**config.mk**
```make
export PLATFORM = sky130hd
export DESIGN_NAME = dispatch_ctrl
export DESIGN_NICKNAME = d
export VERILOG_FILES = /design/src/rtl/dispatch_ctrl_pkg.sv /design/src/rtl/dispatch_ctrl_credit_ctr.sv /design/src/rtl/dispatch_ctrl.sv
export SDC_FILE = /design/constraint.sdc
export NUM_CORES = 1
export LEC_CHECK = 0
export CAP_MARGIN = 20
export CORE_MARGIN = 8
export CORE_UTILIZATION = 63
export CTS_CLUSTER_SIZE = 28
export DETAILED_ROUTE_END_ITERATION = 10
export DONT_BUFFER_PORTS = 1
export PLACE_DENSITY_LB_ADDON = 0.12
export SLEW_MARGIN = 20
export SYNTH_ARGS = -nofsm -noshare
export SYNTH_HDL_FRONTEND = slang
export SYNTH_HIERARCHICAL = 1
export SYNTH_SLANG_ARGS = --single-unit
```
**constraint.sdc**
```tcl
create_clock -name clock -period 3.4 [get_ports clock]
set_input_delay 0.34 -clock clock [delete_from_list [all_inputs] [get_ports clock]]
set_output_delay 0.34 -clock clock [all_outputs]
set_load 0.005 [all_outputs]
```
**src/rtl/dispatch_ctrl_pkg.sv**
```systemverilog
// dispatch_ctrl_pkg: system size defines and shared control-state type
`ifndef SYS_DEFS_VH
`define SYS_DEFS_VH
`define ROB_SIZE 16
`define RS_SIZE 8
`define FL_SIZE 32
`endif

package dispatch_ctrl_pkg;
    typedef enum logic [1:0] {
        RUN     = 2'd0,
        FLUSH   = 2'd1,
        RECOVER = 2'd2
    } ctrl_state_e;
endpackage

```
**src/rtl/dispatch_ctrl_credit_ctr.sv**
```systemverilog
// credit_ctr: saturating up/down credit counter with snapshot load and overflow flag
module credit_ctr #(
    parameter int SIZE = 16,
    localparam int W = $clog2(SIZE) + 1
) (
    input  logic         clock,
    input  logic         reset,
    input  logic         en,
    input  logic         inc,
    input  logic         dec,
    input  logic         load,
    input  logic [W-1:0] load_val,
    output logic [W-1:0] count,
    output logic         ovf
);
    localparam logic [W-1:0] MAX = W'(SIZE);

    assign ovf = load ? (load_val > MAX) : (en & inc & !dec & (count == MAX));

    // load wins over counting; a lone release at full credit is held at MAX
    always_ff @(posedge clock or negedge reset)
        if (!reset)
            count <= MAX;
        else if (load)
            count <= (load_val > MAX) ? MAX : load_val;
        else if (en)
            count <= (inc & !dec) ? ((count == MAX) ? count : count + 1'b1) :
                     (dec & !inc) ? count - 1'b1 : count;
endmodule

```
**src/rtl/dispatch_ctrl.sv**
```systemverilog
// dispatch_ctrl: dispatch hazard detection, credit tracking and mispredict recovery FSM
module dispatch_ctrl
    import dispatch_ctrl_pkg::*;
#(
    parameter int ROB_SIZE = `ROB_SIZE,
    parameter int RS_SIZE = `RS_SIZE,
    parameter int FL_SIZE = `FL_SIZE,
    parameter int FLUSH_CYCLES = 2,
    localparam int ROB_W = $clog2(ROB_SIZE) + 1,
    localparam int RS_W = $clog2(RS_SIZE) + 1,
    localparam int FL_W = $clog2(FL_SIZE) + 1
) (
    input  logic             clock,
    input  logic             reset,
    input  logic             iq_valid,
    input  logic             iq_full,
    input  logic             inst_needs_dest,
    input  logic             rob_retire,
    input  logic             rs_issue,
    input  logic             fl_return,
    input  logic             branch_mispredict,
    input  logic             recover_done,
    input  logic [ROB_W-1:0] rob_free_in,
    input  logic [RS_W-1:0]  rs_free_in,
    input  logic [FL_W-1:0]  fl_free_in,
    output logic             dispatch_no_hazard,
    output logic             fetch_en,
    output logic             branch_incorrect,
    output logic [ROB_W-1:0] rob_free,
    output logic [RS_W-1:0]  rs_free,
    output logic [FL_W-1:0]  fl_free,
    output logic [1:0]       ctrl_state,
    output logic             proto_err
);
    ctrl_state_e state;
    logic [2:0]  flush_cnt;
    logic        run;
    logic        load;
    logic        rob_ovf;
    logic        rs_ovf;
    logic        fl_ovf;

    assign run = (state == RUN);
    assign load = (state == RECOVER) & recover_done & !branch_mispredict;
    assign ctrl_state = state;
    assign dispatch_no_hazard = run & iq_valid & !branch_mispredict & (|rob_free) & (|rs_free) &
                                (!inst_needs_dest | (|fl_free));
    assign fetch_en = run & !iq_full & !branch_mispredict;

    credit_ctr #(.SIZE(ROB_SIZE)) u_rob (
        .clock(clock), .reset(reset), .en(run), .inc(rob_retire), .dec(dispatch_no_hazard),
        .load(load), .load_val(rob_free_in), .count(rob_free), .ovf(rob_ovf)
    );

    credit_ctr #(.SIZE(RS_SIZE)) u_rs (
        .clock(clock), .reset(reset), .en(run), .inc(rs_issue), .dec(dispatch_no_hazard),
        .load(load), .load_val(rs_free_in), .count(rs_free), .ovf(rs_ovf)
    );

    credit_ctr #(.SIZE(FL_SIZE)) u_fl (
        .clock(clock), .reset(reset), .en(run), .inc(fl_return),
        .dec(dispatch_no_hazard & inst_needs_dest),
        .load(load), .load_val(fl_free_in), .count(fl_free), .ovf(fl_ovf)
    );

    // recovery FSM: any mispredict (re)starts FLUSH, FLUSH counts down into RECOVER
    always_ff @(posedge clock or negedge reset)
        if (!reset) begin
            state <= RUN;
            flush_cnt <= '0;
            branch_incorrect <= 1'b0;
        end else begin
            branch_incorrect <= branch_mispredict;
            if (branch_mispredict) begin
                state <= FLUSH;
                flush_cnt <= 3'(FLUSH_CYCLES);
            end else if (state == FLUSH) begin
                flush_cnt <= flush_cnt - 3'd1;
                if (flush_cnt == 3'd1)
                    state <= RECOVER;
            end else if (load) begin
                state <= RUN;
            end
        end

    // sticky error: credit overflow or recover_done outside RECOVER
    always_ff @(posedge clock or negedge reset)
        if (!reset)
            proto_err <= 1'b0;
        else
            proto_err <= proto_err | rob_ovf | rs_ovf | fl_ovf | (recover_done & (state != RECOVER));
endmodule
```
**Word-level counts from Yosys, hierarchy flattened**

Cells that the tools add are included.
W data, S select, Z words.

- Input bits: 25
- Output and inout port bits: 21
- Bits in registers: 22
- Logic and storage cells: 108

- Reduce and logical (&&, ||, !) cells: 22
- Magnitude comparators: 3
- Muxes and demuxes: 27
- Bitwise logic cells: 31
- Add/sub/neg operators: 7
- Equal/unequal tests: 11

Operators with widths:

| kind | count |
|---|---|
| $mux W6 | 6 |
| $mux W5 | 6 |
| $and A1 B1 Y1 | 26 |
| $mux W4 | 6 |
| $ne A3 B2 Y1 const B | 4 |
| $reduce_bool A3 Y1 | 4 |
| $reduce_and A3 Y1 | 3 |
| $logic_not A1 Y1 | 8 |
| $mux W2 | 4 |
| $add A6 B1 Y6 const B | 1 |
| $eq A6 B6 Y1 const B | 1 |
| $gt A6 B6 Y1 const B | 1 |
| $mux W3 | 2 |
| $reduce_or A6 Y1 | 1 |
| $sub A6 B1 Y6 const B | 1 |
| $add A5 B1 Y5 const B | 1 |
| $eq A5 B5 Y1 const B | 1 |
| $gt A5 B5 Y1 const B | 1 |
| $or A1 B1 Y1 | 5 |
| $reduce_or A5 Y1 | 1 |
| $sub A5 B1 Y5 const B | 1 |
| $add A4 B1 Y4 const B | 1 |
| $eq A4 B4 Y1 const B | 1 |
| $gt A4 B4 Y1 const B | 1 |
| other kinds (11) | 14 |

**Logic depth before layout (Yosys ltp)**

Gate-level depths: netlist of run 1.

- Depth in word-level cells: 14
- Depth in mapped cells: 12
- Gate-level depth less buffers: 11

**Cells and area by module**

The synthesis of run 1 kept the hierarchy.

By module, submodules not included:

| module | area an instance (um2) | times used | seq. area each (um2) | cells an instance |
|---|---|---|---|---|
| credit_ctr (u_fl) | 599.3 | 1 | 151.4 | 72 |
| credit_ctr (u_rob) | 439.2 | 1 | 126.4 | 51 |
| dispatch_ctrl | 415.4 | 1 | 175.2 | 44 |
| credit_ctr (u_rs) | 369.1 | 1 | 101.3 | 36 |

**Least setup slack after synthesis of run 1**

OpenSTA, ideal clock, no wires.

- Path kind: register -> register
- From: register u_fl.count[2]
- To: register u_rob.count[2]
- Path buffers: 0
- Setup time: 0.123 ns
- Data required time: 3.277 ns
- Path slack: 0.580 ns
- Stages on the path, launching flop included: 11
- Arrival time: 2.697 ns
- Path through: dfrtp_1 -> or4b_4 -> nor4_4 -> nor3_1 -> nor2b_1 -> xnor2_1 -> ha_1 -> or3_2 -> a21oi_1 -> xnor2_1 -> a21oi_1

- Cells in the longest elaborated chain, start to end: 8
- Elaborated cells between the ends (all ways): 12
- Classes of those cells: eq/ne (1); mux (3); bitwise (4); reduce/logical (4)

Ends and longest elaborated chain:

| item | line | text |
|---|---|---|
| start, declared | dispatch_ctrl_credit_ctr.sv:13 | `output logic [W-1:0] count,` |
| start signal, assigned | dispatch_ctrl_credit_ctr.sv:25 | `count <= (load_val > MAX) ? MAX : load_val;` |
| start signal, assigned | dispatch_ctrl_credit_ctr.sv:27 | `count <= (inc & !dec) ? ((count == MAX) ? count : count + 1'b1) :` |
| $reduce_or A6 Y1 (*) | dispatch_ctrl.sv:47 | `(!inst_needs_dest \| (\|fl_free));` |
| $or A1 B1 Y1 (*) | dispatch_ctrl.sv:47 |  |
| $and A1 B1 Y1 (*) | dispatch_ctrl.sv:46 | `assign dispatch_no_hazard = run & iq_valid & !branch_mispredict & (\|rob_free) & (\|rs_free) &` |
| named net dispatch_no_hazard | dispatch_ctrl.sv:26 | `output logic dispatch_no_hazard,` |
| $logic_not A1 Y1 | dispatch_ctrl_credit_ctr.sv:27 |  |
| $and A1 B1 Y1 | dispatch_ctrl_credit_ctr.sv:27 |  |
| $mux W5 | dispatch_ctrl_credit_ctr.sv:27 |  |
| $mux W5 | dispatch_ctrl_credit_ctr.sv:26 | `else if (en)` |
| $mux W5 | dispatch_ctrl_credit_ctr.sv:24 | `else if (load)` |
| end signal, assigned | dispatch_ctrl_credit_ctr.sv:25 |  |
| end signal, assigned | dispatch_ctrl_credit_ctr.sv:27 |  |
| end, declared | dispatch_ctrl_credit_ctr.sv:13 |  |

The timed path passes the listed nets; every way through them passes the cells marked *. The select of a mux whose other input is x is not followed.
A chain may end at the register's enable or synchronous reset.

**Worst setup path in the final report of run 1**

- From: register u_rs.count[1]
- To: register u_rob.count[2]

- Cells in the longest elaborated chain, start to end: 8
- Elaborated cells between the ends (all ways): 12
- Classes of those cells: eq/ne (1); mux (3); bitwise (4); reduce/logical (4)

Ends and longest elaborated chain:

| item | line |
|---|---|
| start, declared | dispatch_ctrl_credit_ctr.sv:13 |
| start signal, assigned | dispatch_ctrl_credit_ctr.sv:25 |
| start signal, assigned | dispatch_ctrl_credit_ctr.sv:27 |
| $reduce_or A4 Y1 (*) | dispatch_ctrl.sv:46 |
| $and A1 B1 Y1 (*) (2 in series) | dispatch_ctrl.sv:46 |
| named net dispatch_no_hazard | dispatch_ctrl.sv:26 |
| $logic_not A1 Y1 | dispatch_ctrl_credit_ctr.sv:27 |
| $and A1 B1 Y1 | dispatch_ctrl_credit_ctr.sv:27 |
| $mux W5 | dispatch_ctrl_credit_ctr.sv:27 |
| $mux W5 | dispatch_ctrl_credit_ctr.sv:26 |
| $mux W5 | dispatch_ctrl_credit_ctr.sv:24 |

Marks and branches as above.

==> results of run 1 <==
## layout by cell type, fill, tap and decap left out, types with 4 or more instances in the layout
cell     Yosys  final
dfrtp_1     19     19
inv_1       15     15
nand2_1     15     15
a21oi_1     15     15
nor2_1      11     11
xnor2_1      9      9
ha_1         9      9
o21ai_0      8      8
o22ai_1      8      8
nand3_1      6      6
xor2_1       6      6
nor4_1       6      5
mux2i_1      5      5
or4_1        4      4
nor3_1       5      4
buf_4        0      4
## sequential cells by signal, summed over array words and instances (netlist names)
register          flops
proto_err             1
flush_cnt             3
u_rob/count           5
u_fl/count            6
ctrl_state            2
u_rs/count            4
branch_incorrect      1
## repair_timing
item / in CTS / in global routing
setup endpoints to repair: 0 / 6
resized for setup: 0 / 2
hold endpoints to repair: 22 / 13
hold buffers: 1 / 1
## kinds of logic (layout without fill, tap and decap cells)
| logic type | count (synthesis) | count (layout) |
|---|---|---|
| AND/OR/NAND/NOR | 75 | 75 |
| AO/OA/AOI/OAI | 55 | 55 |
| flip-flops | 22 | 22 |
| buffers and inverters | 22 | 25 |
| XOR/XNOR | 15 | 15 |
| adder cells (fa/ha/maj) | 9 | 9 |
| multiplexers | 5 | 5 |
## worst max-delay path: cells and delay by family, from the launching register on
kind	cells	cell delay (ns)
and+or+nand+nor	5	1.70
xor gates and xnor gates	2	0.26
AOI/OAI and AO/OA	2	0.25
adders and majority gates	1	0.23
DFF	1	0.52
## through the flow
step                      utilization  setup WS [ns]  cell area, um^2  std cells
final                           0.701          0.331             1930        237
after global routing            0.701        0.00129             1930        237
after CTS                       0.696          0.120             1920        236
after detailed placement        0.673          0.195             1860        231
after global placement          0.673          0.350             1860        231
after floorplan                     -          0.580             1820        203
## layout make-up
class | instances | area (um^2) | share of cell area
clock buffer | 3 | 22.5 | 0.0116
clock inverter | 1 | 30.0 | 0.0155
inverter | 15 | 56.3 | 0.0291
multi-input combinational | 159 | 1190 | 0.614
sequential | 22 | 554 | 0.287
tap | 31 | 38.8 | 0.0201
timing repair buffer | 6 | 45.0 | 0.0233
## final timing paths
path / from / endpoint / slack (ns)
hold reg to reg: flush_cnt[1] / flush_cnt[1] / 0.51
min in group asynchronous: reset / flush_cnt[1] / 0.49
setup / recovery: u_rs/count[1] / u_rob/count[2] / 0.33
max in group asynchronous: reset / u_rs/count[3] / 2.56
hold / removal: branch_mispredict / branch_incorrect / 0.02
setup reg to reg: u_rs/count[1] / u_rob/count[2] / 0.33
## cells in the mapped netlist (all sizes together) (5+ instances only)
library cell	instances
nand2	15
a21oi	15
xor2	6
ha	9
or4	5
nor4	7
dfrtp	19
inv	15
nand3	6
xnor2	9
nor2	11
o21ai	12
o22ai	8
nor3	6
mux2i	5
## per-layer routing
layer / part of all wire / global-route usage / vias to the layer above
li1: - / - / 759
met1: 0.40 / 0.218 / 717
met2: 0.48 / 0.289 / 65
met3: 0.10 / 0.0744 / 5
met4: 0.013 / 0.0558 / 0
met5: 0 / 0 / -
## power by group
group          leakage [uW]  switching [uW]  total (uW)  internal [uW]
sequential         0.000256             209         582            373
clock             0.0000279            86.7         206            119
combinational      0.000472             327         638            311
total              0.000755             623        1430            803
==> out/results.tsv, run 1 <==
metric	value	unit
status	finished clean	
multiplexer share of the synthesized area	0.0275	
setup repair after global routing missed its margin	no	
Mean Syn Cell Area	8.98	um^2
synthesized flop and latch total	22	
Static Leak	0.000755	uW
HPWL after DPL	3300	um
top cells by area, synth	dfrtp_1, ha_1, dfstp_2, xnor2_1, a21oi_1	
Port Buffers	0	
WHS	0.0234	ns
synthesized cell area	1820	um^2
Final min period	3.07	ns
Slew headroom	0.642	
Ports	46	
clock skew	0.00264	ns
vias in the first global route	1541	
setup_tns	0	ns
critical path launch point type	register	
Slew Limit Fails	0	
Fin. Hold Viols	0	
Worst EP required	3.63	ns
CP endpoint kind	register	
largest net degree at the start of global routing	23	
Worst path slowest cell	or4_1	
Max VDD drop	0.736	mV
Total Power	1430	uW
Initial Utilization	0.661	
Die H	69.8	um
DRC	0	
crit path kind	reg2reg	
antenna-violating nets left	0	
Synth Area in Adders	0.0618	
Final GP Congestion	0.866	
worst-margin pin slew	0.536	ns
CP max FO	8	
top-area cell type share of the netlist area	0.261	
Max stage delay on crit path	0.58	ns
clk_lat worst skew	0.33	ns
largest family of logic cells by synthesized area	simple AND/OR/NAND/NOR gates	
GRT Util Overall	0.182	
Cell Pwr Density	737	nW/um^2
EDFF count, synth	0	
xor-xnor portion of the synthesized cell area	0.0721	
hold depth	0	
synth warn	6	
Max-Cap Viols	0	
die footprint	4870	um^2
die width	69.8	um
Nets	241	
Most used DFF post-synth	dfrtp_1	
proportion of synthesized chip area in sequential cells	0.304	
crit-path cells	or4_1 > nand3_1 > nor3_2 > nor2b_1 > xnor2_1 > ha_1 > or3_2 > a21oi_1 > xnor2_1 > a21oi_1	
Mapped Nets	237	
CORE AREA	2760	um^2
routed len/inst	18.6	um
total CTS buffers	3	
global-route wire length before repair	7470	um
Max Root-Sink Buffers	2	
Netlist cell types	58	
Setup violations, final	0	
Vias	1546	
min-delay worst type	in2reg	
diode count	0	
Max H-tree Level	1	
post-DR vias/cell	6.52	
final wirelength	4400	um
post-synth top area cell	dfrtp_1	
post-synthesis simple-gate area fraction	0.265	
Final Cycle Share	0.903	
Layout area overhead	6.11	%
drt first pass iters	4	
CP arrival	3.30	ns
clock sinks	22	
grt total ovfl	0	
Filler cells	237	
antenna violations before repair	0	
worst r2r path cells	10	
setup repair bufs after CTS	0	
Post-synth ARST share	1.00	
# rows	19	
Peak Freq	326	MHz
Reg clk slew, reported paths	0.13	ns
CTS tree	done	
layout cells sized above 1	0.146	
Synth Area in Compound Gates	0.216	
CTS root buf	clkbuf_4	
Initial DRC Count	137	
Post-Syn Instances	203	
Power figures use the tool's default switching activity.
==> inputs of run 2 (changes only) <==
--- a/config.mk
+++ b/config.mk
@@ -5,9 +5,10 @@
 export SDC_FILE = /design/constraint.sdc
 export NUM_CORES = 1
 export LEC_CHECK = 0
+export ABC_AREA = 1
 export CAP_MARGIN = 20
 export CORE_MARGIN = 8
-export CORE_UTILIZATION = 63
+export CORE_UTILIZATION = 64
 export CTS_CLUSTER_SIZE = 28
 export DETAILED_ROUTE_END_ITERATION = 10
 export DONT_BUFFER_PORTS = 1
==> out/results.tsv, run 2 <==
metric	value	unit
global-route wire length before repair	7510	um
Worst EP required	3.64	ns
worst r2r path cells	16	
post-cts sizing count	0	
largest net degree at the start of global routing	23	
Mapped Nets	342	
post-synth top area cell	dfrtp_1	
most frequent cells in the layout	nand2_1, inv_1, nor2_1	
Fin. Hold Viols	19	
Top reg by flops	u_fl/count	
Total Power	1490	uW
worst-margin pin slew	0.502	ns
status	finished, violations left	
Ports	46	
setup_tns	0	ns
routed len/inst	12.6	um
post-DR vias/cell	5.26	
CP arrival	2.86	ns
CP max FO	8	
Max Root-Sink Buffers	2	
synthesized cell area	2020	um^2
synth warn	6	
# rows	20	
Reg clk slew, reported paths	0.13	ns
grt total ovfl	0	
vias in the first global route	1697	
Cell Pwr Density	698	nW/um^2
top-area cell type share of the netlist area	0.235	
reg-to-reg slack, setup	0.78	ns
max FFs per register	6	
final core utilization	0.703	
most common cell after layout, fill and taps aside	nand2_1	
Port Buffers	0	
Slew Limit Fails	0	
final wirelength	4510	um
Final min period	2.62	ns
WHS	-0.0286	ns
clock sinks	22	
top cells by area, synth	dfrtp_1, nand2_1, inv_1, nor2_1, ha_1	
drt first pass iters	4	
Mean Syn Cell Area	6.57	um^2
Initial DRC Count	119	
most frequent cell after synthesis	nand2_1	
Max-Cap Viols	0	
Peak Freq	382	MHz
CORE AREA	3030	um^2
Die H	72.2	um
Post-synth ARST share	1.00	
Final GP Congestion	0.906	
Synth top cells by count	nand2_1, inv_1, nor2_1	
Layout area overhead	5.13	%
clock skew	0.00405	ns
antenna-violating nets left	0	
die width	72.2	um
Setup violations, final	0	
total CTS buffers	3	
Filler cells	286	
Nets	349	
diode count	0	
Slew headroom	0.666	
Netlist cell types	38	
setup repair bufs after CTS	0	
Max H-tree Level	1	
failing checks	hold timing	
setup repair after global routing missed its margin	no	
layout cells sized above 1	0.159	
synthesized flop and latch total	22	
proportion of synthesized chip area in sequential cells	0.274	
Initial Utilization	0.669	
Post-CTS Hold Buffers	1	
GRT Util Overall	0.177	
CTS tree	done	
Max VDD drop	0.411	mV
Static Leak	0.00116	uW
Post-Syn Instances	308	
min-delay worst type	in2async	
antenna violations before repair	0	
die footprint	5220	um^2
crit path kind	reg2reg	
CP endpoint kind	register	
CTS root buf	clkbuf_4	
EDFF count, synth	0	
Final Cycle Share	0.769	
biggest regs	u_fl/count: 6 flops, u_rob/count: 5 flops, u_rs/count: 4 flops	
Most used DFF post-synth	dfrtp_1	
Vias	1883	
clk_lat worst skew	0.31	ns
DRC	0	
HPWL after DPL	3620	um
critical path launch point type	register	
run 2: cell count changes after synthesis, moves of 6 or more:
cell / delta
o21ai_1: +6
nand3_1: +16
inv_2: +9
nand2_2: +10
o22ai_1: -7
nor2_1: +22
nand2_1: +62
xnor2_1: -8
nand2_4: +6
inv_1: +37
run 2: critical path, stage by stage, from the launching register on:
cell	delay, ns
dfrtp_1	0.49
nor2_1	0.42
nand2_1	0.12
nor2_1	0.11
nand3_1	0.10
inv_1	0.18
inv_1	0.12
nand2_4	0.11
nand2_2	0.08
nand2_1	0.09
inv_1	0.05
ha_1	0.17
inv_1	0.05
nand2_1	0.08
a21oi_1	0.14
o21ai_1	0.07
a22oi_1	0.15
run 2: layout make-up:
| class | count | area (um^2) | area share |
|---|---|---|---|
| repair buffers | 2 | 12.5 | 0.00588 |
| clock buffers | 4 | 36.3 | 0.0170 |
| well taps | 44 | 55.1 | 0.0259 |
| inverters | 64 | 256 | 0.121 |
| multi-input cells | 222 | 1210 | 0.570 |
| flip-flops and latches | 22 | 554 | 0.260 |
run 2: cell families after synthesis:
group	synth area share
simple gates	0.402
compound gates	0.129
xor+xnor	0.0130
fa+ha+maj	0.0556
flops	0.274
buf+inv	0.127
run 2: metal layers:
layer,vias to the layer above,routed length [um],global-route usage
met5,-,0,0
met4,0,40,0.0476
met3,4,328,0.0372
met2,40,2190,0.297
met1,852,1950,0.221
li1,987,-,-
run 2: where the power goes:
group	leakage, uW	total (uW)	internal [uW]	switching (uW)
logic	0.000889	787	324	464
clock network	0.0000210	148	65.4	82.4
registers	0.000253	550	368	182
run 2: path summary, 6_finish.rpt:
check	from	endpoint
max in group asynchronous	reset	u_rs/count[3]
min in group clock	branch_mispredict	branch_incorrect
min reg2reg	flush_cnt[0]	flush_cnt[0]
max	ctrl_state[0]	u_rob/count[2]
max reg2reg	ctrl_state[0]	u_rob/count[2]
min	reset	u_fl/count[3]
run 2: per-stage QoR:
| stage | std cells | area [um^2] | setup WS [ns] | hold WS [ns] |
|---|---|---|---|---|
| after detailed placement | 353 | 2090 | 0.836 | 0.0449 |
| final | 358 | 2130 | 0.784 | -0.0286 |
| after floorplan | 308 | 2020 | 1.20 | 0.0444 |
| after global routing | 358 | 2130 | 0.449 | 0.0129 |
| after global placement | 353 | 2090 | 0.986 | 0.0449 |
| after CTS | 358 | 2130 | 0.800 | 0.0309 |
==> inputs of run 3 (changes only) <==
==> constraint.sdc (replaced) <==
create_clock -name clock -period 2.55 [get_ports clock]
set_input_delay 0.255 -clock clock [delete_from_list [all_inputs] [get_ports clock]]
set_output_delay 0.255 -clock clock [all_outputs]
set_load 0.005 [all_outputs]
==> out/results.tsv, run 3 (synthesis results as in run 2) <==
metric	value	unit
Port Buffers	0	
setup_tns	0	ns
Top reg by flops	u_fl/count	
vias in the first global route	1767	
Critical Path Sink	u_rob/count[2]	
routed len/inst	13.0	um
setup ws final	0.281	ns
clock sinks	22	
Die H	72.2	um
global-route wire length before repair	7710	um
Cell Pwr Density	961	nW/um^2
crit-path cells	inv_1 > nand2_1 > nor2_1 > nor2_1 > nand3_1 > inv_1 > inv_1 > nand2_4 > nand2_2 > nand2_1 > inv_1 > ha_1 > inv_1 > nand2_1 > a21oi_1 > o21ai_1 > a22oi_1	
max FFs per register	6	
Reg clk slew, reported paths	0.13	ns
Nets	355	
CORE AREA	3030	um^2
worst r2r path cells	17	
Filler cells	261	
reg-to-reg slack, setup	0.28	ns
R2R Path End	u_rob/count[2]	
Initial DRC Count	116	
setup repair bufs after CTS	0	
Max H-tree Level	1	
CP endpoint kind	register	
Ports	46	
Max Root-Sink Buffers	2	
min-delay worst type	in2reg	
post-DR vias/cell	5.22	
Layout area overhead	8.41	%
Max stage delay on crit path	0.64	ns
HPWL after DPL	3690	um
Setup violations, final	0	
Fin. Hold Viols	0	
total CTS buffers	3	
Crit path max-delay family	flip-flops	
status	finished clean	
clock skew	0.00691	ns
antenna violations before repair	0	
CTS tree	done	
diode count	0	
final wirelength	4720	um
CP Buf/Inv Count	5	
Slew headroom	0.645	
Initial Utilization	0.669	
crit path kind	reg2reg	
# rows	20	
CTS root buf	clkbuf_4	
Worst EP required	2.78	ns
CP dominant cell by count	inv_1	
Peak Freq	441	MHz
drt first pass iters	4	
Max VDD drop	0.662	mV
clk_lat worst skew	0.31	ns
Levels on crit path	17	
GRT Util Overall	0.182	
Final min period	2.27	ns
Seq. cell area	554	um^2
die footprint	5220	um^2
Static Leak	0.00120	uW
antenna-violating nets left	0	
biggest regs	u_fl/count: 6 flops, u_rob/count: 5 flops, u_rs/count: 4 flops	
Multi-input gate area	1210	um^2
Total Power	2110	uW
critical path launch point type	register	
die width	72.2	um
Final GP Congestion	0.888	
layout cells sized above 1	0.169	
post-cts sizing count	0	
most common cell after layout, fill and taps aside	nand2_1	
Final Cycle Share	0.890	
CP max FO	6	
largest net degree at the start of global routing	23	
grt total ovfl	0	
dpl ws	0.313	ns
Worst path slowest cell	dfstp_2	
DRC	0	
Slew Limit Fails	0	
WHS	0.0420	ns
Post-CTS Hold Buffers	2	
Max-Cap Viols	0	
most frequent cells in the layout	nand2_1, inv_1, nor2_1	
Reg-to-Reg Start	u_rs/count[3]	
CP arrival	2.50	ns
crit path from	u_rs/count[3]	
setup repair after global routing missed its margin	no	
Vias	1899	
worst-margin pin slew	0.533	ns
==> run 3: changes by cell type in the layout (fill, tap and decap cells not counted), sizes merged <==
cell,before,now
buf,2,6
dlygate4sd3,0,2
bufinv,1,2
clkbuf,4,3
==> run 3: through the flow <==
| stage | utilization | cells | instance area (um^2) |
|---|---|---|---|
| floorplan | - | 308 | 2020 |
| global placement | 0.699 | 357 | 2120 |
| detailed placement | 0.699 | 357 | 2120 |
| CTS | 0.723 | 363 | 2190 |
| global route | 0.725 | 364 | 2190 |
| finish | 0.725 | 364 | 2190 |
==> run 3: layout make-up <==
| class | instances | share of cell area |
|---|---|---|
| sequential | 22 | 0.253 |
| tap | 44 | 0.0251 |
| clock buffer | 3 | 0.0103 |
| clock inverter | 1 | 0.0137 |
| multi-input combinational | 222 | 0.553 |
| timing repair buffer | 8 | 0.0285 |
| inverter | 64 | 0.117 |
==> run 3: per-layer routing <==
| metal | GRT usage | vias up | share of wire | wire length, um |
|---|---|---|---|---|
| met5 | 0 | - | 0 | 0 |
| met4 | 0.0726 | 0 | 0.012 | 58 |
| met3 | 0.0372 | 4 | 0.065 | 305 |
| met2 | 0.314 | 46 | 0.50 | 2340 |
| met1 | 0.213 | 855 | 0.43 | 2020 |
| li1 | - | 994 | - | - |
==> run 3: worst min path at each step <==
stage               slack [ns]               end  depth (start not counted)              start
global route              0.05     ctrl_state[0]                          2  branch_mispredict
detailed placement       -0.04     u_fl/count[3]                          0              reset
CTS                       0.03     ctrl_state[0]                          2  branch_mispredict
floorplan                -0.04  branch_incorrect                          0              reset
finish                    0.04     ctrl_state[0]                          2  branch_mispredict
global placement         -0.04     u_fl/count[4]                          0              reset
==> run 3: power breakdown <==
part | leakage (uW) | total, uW | switching (uW) | internal [uW]
clock network | 0.0000279 | 272 | 113 | 159
logic | 0.000917 | 1120 | 660 | 459
registers | 0.000253 | 718 | 227 | 491
total | 0.00120 | 2110 | 999 | 1110
